File: src/rtl/i2c_pkg.sv
// i2c_pkg: shared types and encodings for the I2C transaction sequencer.
//   ctrl_state_t : sequencer FSM states
//   phase_t      : which bus phase the currently preset engine command belongs to
//   CMD_*        : {start,stop} command encodings presented to the byte engine
//   ST_*         : completion status codes reported with resp_done
package i2c_pkg;

  typedef enum logic [2:0] {
    C_IDLE, C_LAUNCH, C_WAIT_HOLD, C_WAIT_TX, C_CHK_ACK, C_WAIT_RX, C_WAIT_IDLE, C_DONE
  } ctrl_state_t;

  typedef enum logic [2:0] {
    PH_DEV_W, PH_REG, PH_WDATA, PH_RSTART, PH_DEV_R, PH_RD, PH_STOP
  } phase_t;

  localparam logic [1:0] CMD_WRITE  = 2'b00;
  localparam logic [1:0] CMD_RSTART = 2'b10;
  localparam logic [1:0] CMD_STOP   = 2'b01;
  localparam logic [1:0] CMD_READ   = 2'b11;

  localparam logic [1:0] ST_OK        = 2'b00;
  localparam logic [1:0] ST_NACK_ADDR = 2'b01;
  localparam logic [1:0] ST_NACK_DATA = 2'b10;
  localparam logic [1:0] ST_TIMEOUT   = 2'b11;

  // {start,stop} pair the engine expects for a given phase
  function automatic logic [1:0] phase_cmd(phase_t ph);
    case (ph)
      PH_RSTART: return CMD_RSTART;
      PH_STOP:   return CMD_STOP;
      PH_RD:     return CMD_READ;
      default:   return CMD_WRITE;
    endcase
  endfunction

  // Phase that follows an acknowledged transmitted byte
  function automatic phase_t phase_after_tx(phase_t ph, logic rw);
    case (ph)
      PH_DEV_W: return PH_REG;
      PH_REG:   return rw ? PH_RSTART : PH_WDATA;
      PH_WDATA: return PH_STOP;
      PH_DEV_R: return PH_RD;
      default:  return PH_STOP;
    endcase
  endfunction

endpackage

File: src/rtl/i2c_txn_ctrl_if.sv
// i2c_txn_ctrl_if: client request/response and byte-engine command/status bundle.
//   master modport : the transaction sequencer (drives req_ready, responses, engine commands)
//   slave modport  : the environment (client + byte engine)
// Client side : req_valid/ready, req_rw, req_dev, req_reg, req_wdata, req_len,
//               rd_data, rd_valid, resp_done, resp_status, busy
// Engine side : m_i2c_en/start/stop/ack, m_tx_data (commands);
//               m_tx_done, m_tx_ready, m_rx_done, m_rx_data (status)
interface i2c_txn_ctrl_if #(
  parameter int LEN_W = 4
);
  logic             req_valid;
  logic             req_ready;
  logic             req_rw;
  logic [6:0]       req_dev;
  logic [7:0]       req_reg;
  logic [7:0]       req_wdata;
  logic [LEN_W-1:0] req_len;
  logic [7:0]       rd_data;
  logic             rd_valid;
  logic             resp_done;
  logic [1:0]       resp_status;
  logic             busy;
  logic             m_i2c_en;
  logic             m_i2c_start;
  logic             m_i2c_stop;
  logic             m_i2c_ack;
  logic [7:0]       m_tx_data;
  logic             m_tx_done;
  logic             m_tx_ready;
  logic             m_rx_done;
  logic [7:0]       m_rx_data;

  modport master (
    input  req_valid, req_rw, req_dev, req_reg, req_wdata, req_len,
           m_tx_done, m_tx_ready, m_rx_done, m_rx_data,
    output req_ready, rd_data, rd_valid, resp_done, resp_status, busy,
           m_i2c_en, m_i2c_start, m_i2c_stop, m_i2c_ack, m_tx_data
  );

  modport slave (
    output req_valid, req_rw, req_dev, req_reg, req_wdata, req_len,
           m_tx_done, m_tx_ready, m_rx_done, m_rx_data,
    input  req_ready, rd_data, rd_valid, resp_done, resp_status, busy,
           m_i2c_en, m_i2c_start, m_i2c_stop, m_i2c_ack, m_tx_data
  );
endinterface

File: src/rtl/i2c_txn_ctrl.sv
// i2c_txn_ctrl: sequences one register write (S,addr+W,reg,data,P) or register
// read (S,addr+W,reg,Sr,addr+R,N bytes,P) through a byte-level I2C engine.
// Ports:
//   clk, reset   : clock, asynchronous active-high reset (shared with the engine)
//   bus (master) : client request/response and engine command/status signals
// Parameters:
//   LEN_W        : read length field width; a length of 0 reads one byte
//   TIMEOUT_CYC  : per-wait-state watchdog limit, present only with
//                  I2C_TXN_CTRL_TIMEOUT_EN defined (watchdog reports status 11)
// Engine commands are preset one phase ahead and consumed by the engine on any
// cycle where it shows m_tx_ready while we are busy (outside C_LAUNCH).
module i2c_txn_ctrl
  import i2c_pkg::*;
#(
  parameter int LEN_W = 4
`ifdef I2C_TXN_CTRL_TIMEOUT_EN
  , parameter int TIMEOUT_CYC = 65535
`endif
) (
  input logic            clk,
  input logic            reset,
  i2c_txn_ctrl_if.master bus
);

  ctrl_state_t      state, state_nxt;
  phase_t           phase, phase_nxt;
  logic [LEN_W-1:0] rem, rem_nxt;
  logic [1:0]       st_q, st_nxt;
  logic             preset, consume, rx_take, accept;
  logic             rw_q;
  logic [6:0]       dev_q, dev_src;
  logic [7:0]       reg_q, wdata_q, preset_data;

`ifdef I2C_TXN_CTRL_TIMEOUT_EN
  logic [31:0] to_cnt;
  logic        to_hit;
  assign to_hit = (state inside {C_WAIT_HOLD, C_WAIT_TX, C_WAIT_RX, C_WAIT_IDLE}) &&
                  (to_cnt >= 32'(TIMEOUT_CYC));
`endif

  assign bus.req_ready = (state == C_IDLE) & bus.m_tx_ready;
  assign bus.busy      = (state != C_IDLE);
  assign accept        = bus.req_valid & bus.req_ready;
  // DEV_W is preset in the accept cycle, before the request is captured
  assign dev_src       = accept ? bus.req_dev : dev_q;

  always_comb begin
    state_nxt = state;
    phase_nxt = phase;
    rem_nxt   = rem;
    st_nxt    = st_q;
    preset    = 1'b0;
    consume   = 1'b0;
    rx_take   = 1'b0;
    case (state)
      C_IDLE: if (accept) begin
        state_nxt = C_LAUNCH;
        phase_nxt = PH_DEV_W;
        preset    = 1'b1;
        rem_nxt   = (bus.req_len == '0) ? LEN_W'(1) : bus.req_len;
        st_nxt    = ST_OK;
      end
      C_LAUNCH:    state_nxt = C_WAIT_HOLD;
      C_WAIT_HOLD: consume = bus.m_tx_ready;
      C_CHK_ACK: begin
        if (bus.m_tx_ready) consume = 1'b1;
        else begin
          // phase already advanced: REG/RD follow an address byte
          st_nxt    = (phase == PH_REG || phase == PH_RD) ? ST_NACK_ADDR : ST_NACK_DATA;
          state_nxt = C_WAIT_IDLE;
        end
      end
      C_WAIT_TX: if (bus.m_tx_done) begin
        phase_nxt = phase_after_tx(phase, rw_q);
        preset    = 1'b1;
        state_nxt = C_CHK_ACK;
      end
      C_WAIT_RX: if (bus.m_rx_done) begin
        rx_take   = 1'b1;
        rem_nxt   = rem - LEN_W'(1);
        phase_nxt = (rem_nxt == '0) ? PH_STOP : PH_RD;
        preset    = 1'b1;
        state_nxt = C_WAIT_HOLD;
      end
      C_WAIT_IDLE: if (bus.m_tx_ready) state_nxt = C_DONE;
      C_DONE:      state_nxt = C_IDLE;
      default:     state_nxt = C_IDLE;
    endcase
    // engine took the preset command this cycle
    if (consume) begin
      case (phase)
        PH_RD:     state_nxt = C_WAIT_RX;
        PH_STOP:   state_nxt = C_WAIT_IDLE;
        PH_RSTART: begin
          state_nxt = C_WAIT_HOLD;
          phase_nxt = PH_DEV_R;
          preset    = 1'b1;
        end
        default:   state_nxt = C_WAIT_TX;
      endcase
    end
`ifdef I2C_TXN_CTRL_TIMEOUT_EN
    if (to_hit) begin
      state_nxt = C_DONE;
      st_nxt    = ST_TIMEOUT;
      phase_nxt = phase;
      rem_nxt   = rem;
      preset    = 1'b0;
      rx_take   = 1'b0;
    end
`endif
  end

  always_comb begin
    case (phase_nxt)
      PH_DEV_W: preset_data = {dev_src, 1'b0};
      PH_REG:   preset_data = reg_q;
      PH_WDATA: preset_data = wdata_q;
      PH_DEV_R: preset_data = {dev_q, 1'b1};
      default:  preset_data = 8'h00;
    endcase
  end

  always_ff @(posedge clk or posedge reset) begin
    if (reset) begin
      state           <= C_IDLE;
      phase           <= PH_DEV_W;
      rem             <= '0;
      st_q            <= ST_OK;
      rw_q            <= 1'b0;
      dev_q           <= '0;
      reg_q           <= '0;
      wdata_q         <= '0;
      bus.m_i2c_en    <= 1'b0;
      bus.m_i2c_start <= 1'b0;
      bus.m_i2c_stop  <= 1'b0;
      bus.m_i2c_ack   <= 1'b0;
      bus.m_tx_data   <= '0;
      bus.rd_data     <= '0;
      bus.rd_valid    <= 1'b0;
      bus.resp_done   <= 1'b0;
      bus.resp_status <= ST_OK;
    end else begin
      state <= state_nxt;
      phase <= phase_nxt;
      rem   <= rem_nxt;
      st_q  <= st_nxt;
      if (accept) begin
        rw_q    <= bus.req_rw;
        dev_q   <= bus.req_dev;
        reg_q   <= bus.req_reg;
        wdata_q <= bus.req_wdata;
      end
      bus.m_i2c_en <= (state_nxt == C_LAUNCH);
      if (preset) begin
        {bus.m_i2c_start, bus.m_i2c_stop} <= phase_cmd(phase_nxt);
        bus.m_tx_data <= preset_data;
        // ACK every read byte except the last
        bus.m_i2c_ack <= (phase_nxt == PH_RD) && (rem_nxt > LEN_W'(1));
      end
      bus.rd_valid <= rx_take;
      if (rx_take) bus.rd_data <= bus.m_rx_data;
      bus.resp_done <= (state_nxt == C_DONE);
      if (state_nxt == C_DONE) bus.resp_status <= st_nxt;
    end
  end

`ifdef I2C_TXN_CTRL_TIMEOUT_EN
  always_ff @(posedge clk or posedge reset) begin
    if (reset)                   to_cnt <= '0;
    else if (state_nxt != state) to_cnt <= '0;
    else                         to_cnt <= to_cnt + 32'd1;
  end
`endif

endmodule
File: src/flat_wrapper.sv
// flat-port wrapper written by rule: the top's interface ports become plain ports
module i2c_txn_ctrl_flat import i2c_pkg::*;
#(
  parameter int LEN_W = 4

)
  (clk, reset, bus_req_valid, bus_req_rw, bus_req_dev, bus_req_reg, bus_req_wdata, bus_req_len, bus_m_tx_done, bus_m_tx_ready, bus_m_rx_done, bus_m_rx_data, bus_req_ready, bus_rd_data, bus_rd_valid, bus_resp_done, bus_resp_status, bus_busy, bus_m_i2c_en, bus_m_i2c_start, bus_m_i2c_stop, bus_m_i2c_ack, bus_m_tx_data);
  i2c_txn_ctrl_if #(.LEN_W(LEN_W)) bus_i ();
  input logic clk;
  input logic reset;
  input wire logic [$bits(bus_i.req_valid)-1:0] bus_req_valid;
  input wire logic [$bits(bus_i.req_rw)-1:0] bus_req_rw;
  input wire logic [$bits(bus_i.req_dev)-1:0] bus_req_dev;
  input wire logic [$bits(bus_i.req_reg)-1:0] bus_req_reg;
  input wire logic [$bits(bus_i.req_wdata)-1:0] bus_req_wdata;
  input wire logic [$bits(bus_i.req_len)-1:0] bus_req_len;
  input wire logic [$bits(bus_i.m_tx_done)-1:0] bus_m_tx_done;
  input wire logic [$bits(bus_i.m_tx_ready)-1:0] bus_m_tx_ready;
  input wire logic [$bits(bus_i.m_rx_done)-1:0] bus_m_rx_done;
  input wire logic [$bits(bus_i.m_rx_data)-1:0] bus_m_rx_data;
  output wire logic [$bits(bus_i.req_ready)-1:0] bus_req_ready;
  output wire logic [$bits(bus_i.rd_data)-1:0] bus_rd_data;
  output wire logic [$bits(bus_i.rd_valid)-1:0] bus_rd_valid;
  output wire logic [$bits(bus_i.resp_done)-1:0] bus_resp_done;
  output wire logic [$bits(bus_i.resp_status)-1:0] bus_resp_status;
  output wire logic [$bits(bus_i.busy)-1:0] bus_busy;
  output wire logic [$bits(bus_i.m_i2c_en)-1:0] bus_m_i2c_en;
  output wire logic [$bits(bus_i.m_i2c_start)-1:0] bus_m_i2c_start;
  output wire logic [$bits(bus_i.m_i2c_stop)-1:0] bus_m_i2c_stop;
  output wire logic [$bits(bus_i.m_i2c_ack)-1:0] bus_m_i2c_ack;
  output wire logic [$bits(bus_i.m_tx_data)-1:0] bus_m_tx_data;
  assign bus_i.req_valid = bus_req_valid;
  assign bus_i.req_rw = bus_req_rw;
  assign bus_i.req_dev = bus_req_dev;
  assign bus_i.req_reg = bus_req_reg;
  assign bus_i.req_wdata = bus_req_wdata;
  assign bus_i.req_len = bus_req_len;
  assign bus_i.m_tx_done = bus_m_tx_done;
  assign bus_i.m_tx_ready = bus_m_tx_ready;
  assign bus_i.m_rx_done = bus_m_rx_done;
  assign bus_i.m_rx_data = bus_m_rx_data;
  assign bus_req_ready = bus_i.req_ready;
  assign bus_rd_data = bus_i.rd_data;
  assign bus_rd_valid = bus_i.rd_valid;
  assign bus_resp_done = bus_i.resp_done;
  assign bus_resp_status = bus_i.resp_status;
  assign bus_busy = bus_i.busy;
  assign bus_m_i2c_en = bus_i.m_i2c_en;
  assign bus_m_i2c_start = bus_i.m_i2c_start;
  assign bus_m_i2c_stop = bus_i.m_i2c_stop;
  assign bus_m_i2c_ack = bus_i.m_i2c_ack;
  assign bus_m_tx_data = bus_i.m_tx_data;
  i2c_txn_ctrl #(.LEN_W(LEN_W)) u_core (.clk(clk), .reset(reset), .bus(bus_i));
endmodule
File: config.mk
export PLATFORM = sky130hd
export DESIGN_NAME = i2c_txn_ctrl_flat
export DESIGN_NICKNAME = d
export VERILOG_FILES = /design/src/rtl/i2c_pkg.sv /design/src/rtl/i2c_txn_ctrl_if.sv /design/src/rtl/i2c_txn_ctrl.sv /design/src/flat_wrapper.sv
export SDC_FILE = /design/constraint.sdc
export NUM_CORES = 1
export LEC_CHECK = 0
export CORE_MARGIN = 5
export CORE_UTILIZATION = 51
export CTS_CLUSTER_DIAMETER = 100
export DETAILED_ROUTE_END_ITERATION = 7
export GPL_TIMING_DRIVEN = 0
export HOLD_SLACK_MARGIN = 0.02
export PLACE_DENSITY = 0.93
export SYNTH_ARGS = -nofsm -noshare
export SYNTH_HDL_FRONTEND = slang
export SYNTH_SLANG_ARGS = --single-unit
File: constraint.sdc
create_clock -name clk -period 3.05 [get_ports clk]
set_input_delay 0.4575 -clock clk [delete_from_list [all_inputs] [get_ports clk]]
set_output_delay 0.4575 -clock clk [all_outputs]
set_load 0.02 [all_outputs]
# --- Yosys cells after proc, flatten, opt, wreduce, memory -nomap -nowiden ---
# Cells that the tools add are included.
classes:
  mux: 37
  n_eq_ne: 20
  n_reduce_logical: 8
  addsub: 1
  n_bitwise: 2
  magnitude_cmp: 1
ops:
  columns: ["operator", "n"]
  rows:
  - ["== test 3 bit (second input constant)", 11]
  - ["two-way mux 3 bit", 11]
  - ["one-hot mux 8 bit (4 select lines)", 1]
  - ["one-hot mux 3 bit (3 select lines)", 3]
  - ["one-hot mux 3 bit (7 select lines)", 1]
  - ["== test 3 x 2 -> 1 bit (second input constant)", 5]
  - ["== test 3 x 1 -> 1 bit (second input constant)", 4]
  - ["two-way mux 4 bit", 3]
  - ["zero test 3 bit", 3]
  - ["zero test 4 bit", 2]
  - ["two-way mux 1 bit", 8]
  - ["two-way mux 2 bit", 4]
  - ["one-hot mux 4 bit (2 select lines)", 1]
  - ["two-way mux 7 bit", 1]
  - ["one-hot mux 2 bit (3 select lines)", 1]
  - ["> comparator 4 x 1 -> 1 bit (second input constant)", 1]
  - ["one-hot mux 2 bit (2 select lines)", 1]
  - ["subtractor 4 x 1 -> 4 bit (second input constant)", 1]
  - ["one-hot mux 1 bit (3 select lines)", 1]
  - ["nonzero test 3 bit", 1]
  - ["AND 1 bit", 2]
  - ["one-hot mux 1 bit (2 select lines)", 1]
  - ["logical AND 1 bit", 1]
  - ["logical OR 1 bit", 1]
word_totals:
  ff_bits: 60
  elab_cells: 86
  in_bits: 42
  output_inout_bits: 26

# --- Depth between registers and ports, before layout ---
# Gate-level depths: netlist (run 1).
logic_depth:
  word_depth: 9
  mapped_depth: 9
  ltp_nobuf: 8

# --- Least setup slack after synthesis (run 1) ---
# No wires, ideal clock.
synth_path:
  path_type: "register to register"
  startpoint: "reg u_core.rem[0]"
  endpoint: "reg u_core.bus.m_tx_data[1] (netlist bit)"
  period_less_slack_ns: 2.363
  setup_slack_ns: 0.687
  path_stages_with_launch: 10
  setup_ns: 0.087
  n_path_buf: 1
  arrival_ns: 2.276
  t_required_ns: 2.963
  path_cell_list: "dfrtp_1 inv_1 ha_1 or3b_1 o31ai_2 nand2b_1 clkbuf_2 a21oi_1 a211o_1 a22oi_1"
synth_via:
  elab_chain_cells: 9
  word_cells_on_any_way: 12
  cone_classes: "add/sub (1); eq/ne (3); mux (6); reduce/logical (2)"
synth_rtl:
  columns: ["element", "line", "text"]
  rows:
  - ["from (decl)", "i2c_txn_ctrl.sv:27", "logic [LEN_W-1:0] rem, rem_nxt;"]
  - ["from (signal assigned)", "i2c_txn_ctrl.sv:146", "rem <= rem_nxt;"]
  - ["subtractor 4 x 1 -> 4 bit *", "i2c_txn_ctrl.sv:80", "rem_nxt = rem - LEN_W'(1);"]
  - ["zero test 4 bit *", "i2c_txn_ctrl.sv:81", "phase_nxt = (rem_nxt == '0) ? PH_STOP : PH_RD;"]
  - ["two-way mux 2 bit *", "i2c_txn_ctrl.sv:81", null]
  - ["two-way mux 3 bit *", "i2c_txn_ctrl.sv:78", "C_WAIT_RX: if (bus.m_rx_done) begin"]
  - ["one-hot mux 3 bit (3 select lines) *", "i2c_txn_ctrl.sv:55", "case (state)"]
  - ["two-way mux 3 bit", "i2c_txn_ctrl.sv:91", "case (phase)"]
  - ["two-way mux 3 bit *", "i2c_txn_ctrl.sv:90", "if (consume) begin"]
  - ["== test 3 bit (tied with other cells)", "i2c_txn_ctrl.sv:115", "case (phase_nxt)"]
  - ["one-hot mux 8 bit (4 select lines) *", "i2c_txn_ctrl.sv:115", null]
  - ["to (signal assigned)", "i2c_txn_ctrl.sv:157", "bus.m_tx_data <= preset_data;"]
  - ["to (decl)", "i2c_txn_ctrl_if.sv:37", "m_i2c_en, m_i2c_start, m_i2c_stop, m_i2c_ack, m_tx_data"]
# Every way passes the cells marked *; elsewhere a longest branch is shown, timed or not.
# A chain may end at the register's enable or synchronous reset.

# --- Worst setup path after layout (run 1) ---
layout_path:
  startpoint: "in bus_m_tx_ready"
  endpoint: "reg u_core.bus.m_tx_data[5] (netlist bit)"
layout_via:
  elab_chain_cells: 8
  word_cells_on_any_way: 18
  cone_classes: "eq/ne (3); mux (12); bitwise (2); reduce/logical (1)"
layout_rtl:
  columns: ["element", "line", "text"]
  rows:
  - ["from (decl)", "flat_wrapper.sv:18", "input wire logic [$bits(bus_i.m_tx_ready)-1:0] bus_m_tx_ready;"]
  - ["AND 1 bit", "i2c_txn_ctrl.sv:41", "assign bus.req_ready = (state == C_IDLE) & bus.m_tx_ready;"]
  - ["AND 1 bit", "i2c_txn_ctrl.sv:43", "assign accept = bus.req_valid & bus.req_ready;"]
  - ["two-way mux 3 bit", "i2c_txn_ctrl.sv:56", "C_IDLE: if (accept) begin"]
  - ["one-hot mux 3 bit (3 select lines)", "i2c_txn_ctrl.sv:55", null]
  - ["two-way mux 3 bit", "i2c_txn_ctrl.sv:91", null]
  - ["two-way mux 3 bit", "i2c_txn_ctrl.sv:90", null]
  - ["== test 3 bit (tied with other cells)", "i2c_txn_ctrl.sv:115", null]
  - ["one-hot mux 8 bit (4 select lines)", "i2c_txn_ctrl.sv:115", null]
# Parallel ways exist; a longest one is shown, timed or not.

==> impl_results.md, run 1 <==
- Longest Clk Path Bufs: 2
- Share of the synthesized area in the top cell type: 48.8%
- Post-route ant nets: 0
- Min Tclk post-route: 2870 ps
- Post_cts resized: 0
- EDFF count, synth: 0
- TritonCTS buffer count: 9
- Finished Layout Cells: 448
- Kind of critical path: input pin to register
- Crit-path max FO: 10
- Reg-to-Reg End: u_core.bus.m_tx_data[5]
- CTS tree: done
- Critical Path End Type: register
- Antenna Cells: 0
- Layout cells sized above 1: 15.5%
- Placed cells: 432
- Routed vias/inst: 6.14
- Most common cell in the netlist: dfrtp_1
- Critical R2R Launch: u_core.rem[0]
- GP Congestion: 0.877
- Setup violations, final: 0
- Fin nets: 412
- Die Width: 87.7 um
- TritonRoute pass-1 iters: 5
- Total negative slack: 0 ps
- Max-capacitance violation count: 0
- Post-CTS setup buffer count: 0
- Core Rows: 28
- Min-Delay Path Class: register to register
- Num ports: 68
- Syn avg cell area: 10.7 sq um
- Lkg Pwr: 1.72 nW
- Worst skew pair latency: 340 ps
- All-layer global routing usage: 23.1%
- Sequential share of the synthesized area: 48.8%
- Tot Pwr: 3.66 mW
- Clk sinks: 60
- Clk pin slew, worst setup/hold paths: 60 ps
- Arr. time, crit path: 3120 ps
- Unrepaired setup endpoints after global routing: no
- Largest cells by area after synthesis: dfrtp_1 (49%), mux2_2 (9.5%), nand2_1 (4.9%)
- Most instantiated cells after synthesis: dfrtp_1 (60), nand2_1 (40), mux2_2 (26)
- Core footprint: 5890 sq um
- R2R depth: 8
- Wire per inst: 18.5 um
- R2R Setup Slk: 180 ps
- Status: finished, final reports clean
- Overflow after GRT: 0
- Initial core utilization: 52.3%
- CP required: 3300 ps
- Residual DRC count: 0
- Synth Net Count: 333
- Setup crit end: u_core.bus.m_tx_data[5]
- Final Max Tran Viols: 0
- Detailed Route WL: 8.30 mm
- Die area: 7690 sq um
- Clk root buf: clkbuf_8
- Number of global-route vias before repair: 2,887
- Startpoint types: input pin
- Die H: 87.7 um
- Detail Placement HPWL: 5.73 mm
- Port Buffers: 67
- Mapped Area: 3080 sq um
- Area Overhead vs Synth: 30.8%
- Ys flop type: dfrtp_1
- Asr flop ratio synth: 100%
- Worst-margin pin slew: 759 ps
- VDD IR-drop max: 0.426 mV
- Final core occ: 68.4%
- Largest net degree at the start of global routing: 34
- Worst slew margin: 49.2%
- Count of final hold-check violations: 0
- Cell count after synthesis: 289
- Power Density: 909 nW/um^2
- Hold buffers post-CTS: 0
- 1st-iter DRT viols: 283
- Tcrit/Tclk final: 94.2%
- DR vias: 2,750
- Synth warn: 0
- Initial antenna violation count: 0
- Biggest area consumer among synthesized cells: dfrtp_1
- #FFs+latches synth: 60
- CP Launch Point: bus_m_tx_ready
- Post-synthesis cell type count: 50
- H-tree depth: 3
- FMAX: 0.348 GHz
- First-pass GRT wire length: 13.7 mm
- Worst Skew: 6.34 ps
-- metal layers --
layer / part of all wire (%) / routed length [um] / global-route usage (%)
met4: 3.7 / 308 / 12.4
met3: 8.3 / 690 / 4.61
met5: 0 / 0 / 0
met2: 50 / 4120 / 39.0
met1: 38 / 3190 / 27.8
-- where the power goes --
| group | switching, mW | leakage (nW) | internal (mW) |
|---|---|---|---|
| combinational | 0.911 | 0.872 | 0.790 |
| sequential | 0.218 | 0.762 | 1.12 |
| clock | 0.305 | 0.0844 | 0.316 |
-- cells by family (layout without fill, tap and decap cells) --
| family | count (synthesis) | in the layout | synth area share (%) |
|---|---|---|---|
| AOI/OAI and AO/OA | 74 | 74 | 18.7 |
| adders and majority gates | 2 | 2 | 0.813 |
| buffers and inverters | 27 | 111 | 4.19 |
| xor gates and xnor gates | 3 | 3 | 0.854 |
| muxes | 26 | 26 | 9.51 |
| DFF | 60 | 60 | 48.8 |
| and+or+nand+nor | 97 | 97 | 17.2 |
-- area by class of cell --
cell class / count / area [sq um]
fillers: 443 / 1860
flip-flops and latches: 60 / 1500
multi-input cells: 202 / 1450
repair buffers: 68 / 691
clock buffers: 14 / 153
plain buffers: 19 / 98.8
well taps: 75 / 93.8
inverters: 8 / 30.0
clock inverters: 2 / 10.0
-- through the flow --
step                worst slack, ps  hold WS (ps)  cell area, sq um
floorplan                       687           474              3080
global placement               58.6           459              3840
detailed placement            -13.7           466              3860
CTS                             207           480              4030
global route                   30.3           514              4030
finish                          178           479              4030
-- registers in the layout (all words and copies together) (netlist names) --
name	flops
u_core.bus.m_tx_data	8
u_core.bus.rd_data	8
u_core.reg_q	8
u_core.wdata_q	8
u_core.dev_q	7
u_core.rem	4
u_core.phase	3
u_core.state	3
u_core.bus.resp_status	2
u_core.st_q	2
u_core.bus.m_i2c_ack	1
u_core.bus.m_i2c_en	1
u_core.bus.m_i2c_start	1
u_core.bus.m_i2c_stop	1
u_core.bus.rd_valid	1
u_core.bus.resp_done	1
u_core.rw_q	1
-- worst max-delay path: stages --
cell and delay (ps):
clkdlybuf4s50_1 620, nand4bb_1 200, nor2_1 370, buf_2 340, o21ai_1 190, nor3_2 480
a222oi_1 230, a22oi_1 220
-- cells in the final DEF, fill, tap and decap left out, types with 3 or more instances in the layout --
cell type and count:
mux2_2 26, o21a_1 3, inv_1 6, a22o_1 3
o21ai_0 9, a21o_1 8, a32oi_1 7, clkbuf_8 10
a221o_1 3, or3_1 8, buf_2 6, nor2_1 14
clkdlybuf4s50_1 67, a22oi_1 10, nand2_1 40, nand2b_1 6
nand3_1 3, clkbuf_1 13, a21oi_1 8, a222oi_1 8
a31oi_1 3, nor3_1 7, dfrtp_1 60
-- worst min-delay path by stage --
stage                     cells past startpoint                  start                     to  slack, ps
after floorplan                               1      u_core.wdata_q[0]      u_core.wdata_q[0]        470
after global placement                        2  u_core.bus.rd_data[3]  u_core.bus.rd_data[3]        460
after detailed placement                      2  u_core.bus.rd_data[4]  u_core.bus.rd_data[4]        470
after CTS                                     2  u_core.bus.rd_data[7]  u_core.bus.rd_data[7]        480
after global routing                          2  u_core.bus.rd_data[7]  u_core.bus.rd_data[7]        510
final                                         2  u_core.bus.rd_data[7]  u_core.bus.rd_data[7]        480
Note: power is estimated with default switching activity, not from simulation.
==> run 2: changes to the inputs <==
--- a/config.mk
+++ b/config.mk
@@ -5,10 +5,10 @@
 export SDC_FILE = /design/constraint.sdc
 export NUM_CORES = 1
 export LEC_CHECK = 0
-export CORE_MARGIN = 5
+export CORE_MARGIN = 4
 export CORE_UTILIZATION = 51
-export CTS_CLUSTER_DIAMETER = 100
 export DETAILED_ROUTE_END_ITERATION = 7
+export GPL_ROUTABILITY_DRIVEN = 0
 export GPL_TIMING_DRIVEN = 0
 export HOLD_SLACK_MARGIN = 0.02
 export PLACE_DENSITY = 0.93
==> run 2 against run 1 <==
  * Via count fell by 2.5%
  * Sequential share of layout area fell by 0.20 points
  * Maximum frequency rose by 2.7%
  * Combinational power barely moved
  * Design area rose by 0.53%
  * Largest power group unchanged
  * Wire length fell by 4.0%
  * Sequential power barely moved
  * Die area fell by 4.5%
  * First-iteration DRC count fell by 11%
==> impl_results.md, run 2 (same netlist as run 1, synthesis figures left out) <==
- Status: finished, final reports clean
- Unrepaired setup endpoints after global routing: no
- DP Area: 3860 sq um
- Num ports: 68
- TritonRoute pass-1 iters: 5
- Overflow after GRT: 0
- Fin nets: 412
- Crit-path max FO: 10
- Largest net degree at the start of global routing: 32
- Critical Path End Type: register
- Fin area: 4050 sq um
- CTS tree: done
- CP Launch Point: bus_m_tx_ready
- Final Max Tran Viols: 0
- Min Tclk post-route: 2800 ps
- Hold buffers post-CTS: 0
- All-layer global routing usage: 23.2%
- Port Buffers: 67
- Lkg Pwr: 1.73 nW
- Post-CTS setup buffer count: 0
- Routed vias/inst: 5.98
- Wire per inst: 17.8 um
- Switching pwr: 1.43 mW
- Die H: 85.7 um
- Fin worst setup slack: 255 ps
- Critical path cell sequence: clkdlybuf4s50_1 -> nand4bb_1 -> nor2_1 -> buf_2 -> mux2_2 -> or3_1 -> a32oi_1 -> a22oi_1
- Switching share of total power: 38.5%
- Reg-to-Reg End: u_core.bus.m_tx_data[3]
- Post-Place Setup Slack: -7.14 ps
- Clock power frac: 18.4%
- CP required: 3260 ps
- Clk root buf: clkbuf_8
- Combinational power share: 45.5%
- Setup violations, final: 0
- Detailed Route WL: 7.97 mm
- Residual DRC count: 0
- Most common cell after layout, fill and taps aside: clkdlybuf4s50_1
- First-pass GRT wire length: 13.2 mm
- Layout cells sized above 1: 16.1%
- H-tree depth: 3
- Post_cts resized: 0
- Core Rows: 28
- Antenna Cells: 0
- Area Overhead vs Synth: 31.5%
- Min-Delay Path Class: register to register
- Arr. time, crit path: 3000 ps
- Detail Placement HPWL: 5.77 mm
- Reg power frac: 36.1%
- TritonCTS buffer count: 9
- R2R depth: 8
- Clk pin slew, worst setup/hold paths: 60 ps
- Count of final hold-check violations: 0
- Startpoint types: input pin
- DR vias: 2,680
- R2R Setup Slk: 280 ps
- Die area: 7340 sq um
- Post-route ant nets: 0
- Setup crit end: u_core.bus.m_tx_data[4]
- Slowest stage cell, crit path: clkdlybuf4s50_1
- FMAX: 0.358 GHz
- Die Width: 85.7 um
- Crit-path max cell delay: 610 ps
- Core footprint: 5890 sq um
- Worst slew margin: 50.2%
- Power Density: 917 nW/um^2
- Number of global-route vias before repair: 2,783
- Worst skew pair latency: 340 ps
- Critical R2R Launch: u_core.rem[0]
- VDD IR-drop max: 0.467 mV
- Tcrit/Tclk final: 91.7%
- Worst Skew: 7.66 ps
- 1st-iter DRT viols: 253
- Worst-margin pin slew: 744 ps
- Initial antenna violation count: 0
- P_int: 2.28 mW
- Clk sinks: 60
- Longest Clk Path Bufs: 2
- Initial core utilization: 52.3%
- Most frequent cells in the layout: clkdlybuf4s50_1 (67), dfrtp_1 (60), nand2_1 (40)
- Kind of critical path: input pin to register
- Max-capacitance violation count: 0
==> run 2: cell count changes in the layout (fill, tap and decap cells not counted) <==
cell        previous run  this run
clkinvlp_4             0         1
bufinv_16              0         1
clkinv_2               2         3
clkbuf_1              13        11
clkbuf_8              10         9
==> run 2: layout make-up <==
cell class / instances / area (sq um)
Clock buffer: 11 / 131
Buffer: 19 / 98.8
Fill cell: 428 / 1840
Sequential cell: 60 / 1500
Clock inverter: 5 / 52.6
Inverter: 8 / 30.0
Tap cell: 75 / 93.8
Timing Repair Buffer: 68 / 691
Multi-Input combinational cell: 202 / 1450
==> run 2: worst min-delay path by stage <==
stage,from,to,slack [ps],cells past startpoint
after global placement,u_core.bus.rd_data[3],u_core.bus.rd_data[3],460,2
after global routing,u_core.bus.rd_data[3],u_core.bus.rd_data[3],510,2
after CTS,u_core.bus.rd_data[4],u_core.bus.rd_data[4],490,2
after floorplan,u_core.wdata_q[0],u_core.wdata_q[0],470,1
final,u_core.bus.rd_data[4],u_core.bus.rd_data[4],490,2
after detailed placement,u_core.bus.rd_data[4],u_core.bus.rd_data[4],470,2
==> run 2: power groups by stage <==
| stage | clock, mW | combinational (mW) | sequential, mW |
|---|---|---|---|
| 2_1_floorplan | 0 | 1.04 | 1.40 |
| 3_3_place_gp | 0 | 1.59 | 1.32 |
| 3_5_place_dp | 0 | 1.66 | 1.35 |
| 4_1_cts | 0.690 | 1.68 | 1.34 |
| 5_1_grt | 0.736 | 1.84 | 1.37 |
| 6_report | 0.682 | 1.69 | 1.34 |
==> run 2: critical path: cells and delay by family <==
| kind | cells | cell delay (ps) |
|---|---|---|
| compound gates | 2 | 300 |
| buf+inv | 2 | 950 |
| mux | 1 | 400 |
| simple gates | 3 | 890 |
==> run 2: routing by layer <==
layer,vias to the layer above,GRT usage [%],share of wire (%)
li1,1234,-,-
met1,1306,27.6,39
met2,120,38.5,51
met3,20,6.92,7.4
met4,0,10.9,2.8
met5,-,0,0
==> run 2: per-stage QoR <==
stage          utilization (%)  instances  TNS (ps)  hold WS [ps]  power, mW
2_1_floorplan                -        289         0           474       2.44
3_3_place_gp              65.3        431         0           459       2.91
3_5_place_dp              65.6        432     -7.14           473       3.01
4_1_cts                   68.8        448         0           487       3.71
5_1_grt                   68.8        448         0           514       3.95
6_report                  68.8        448         0           488       3.71
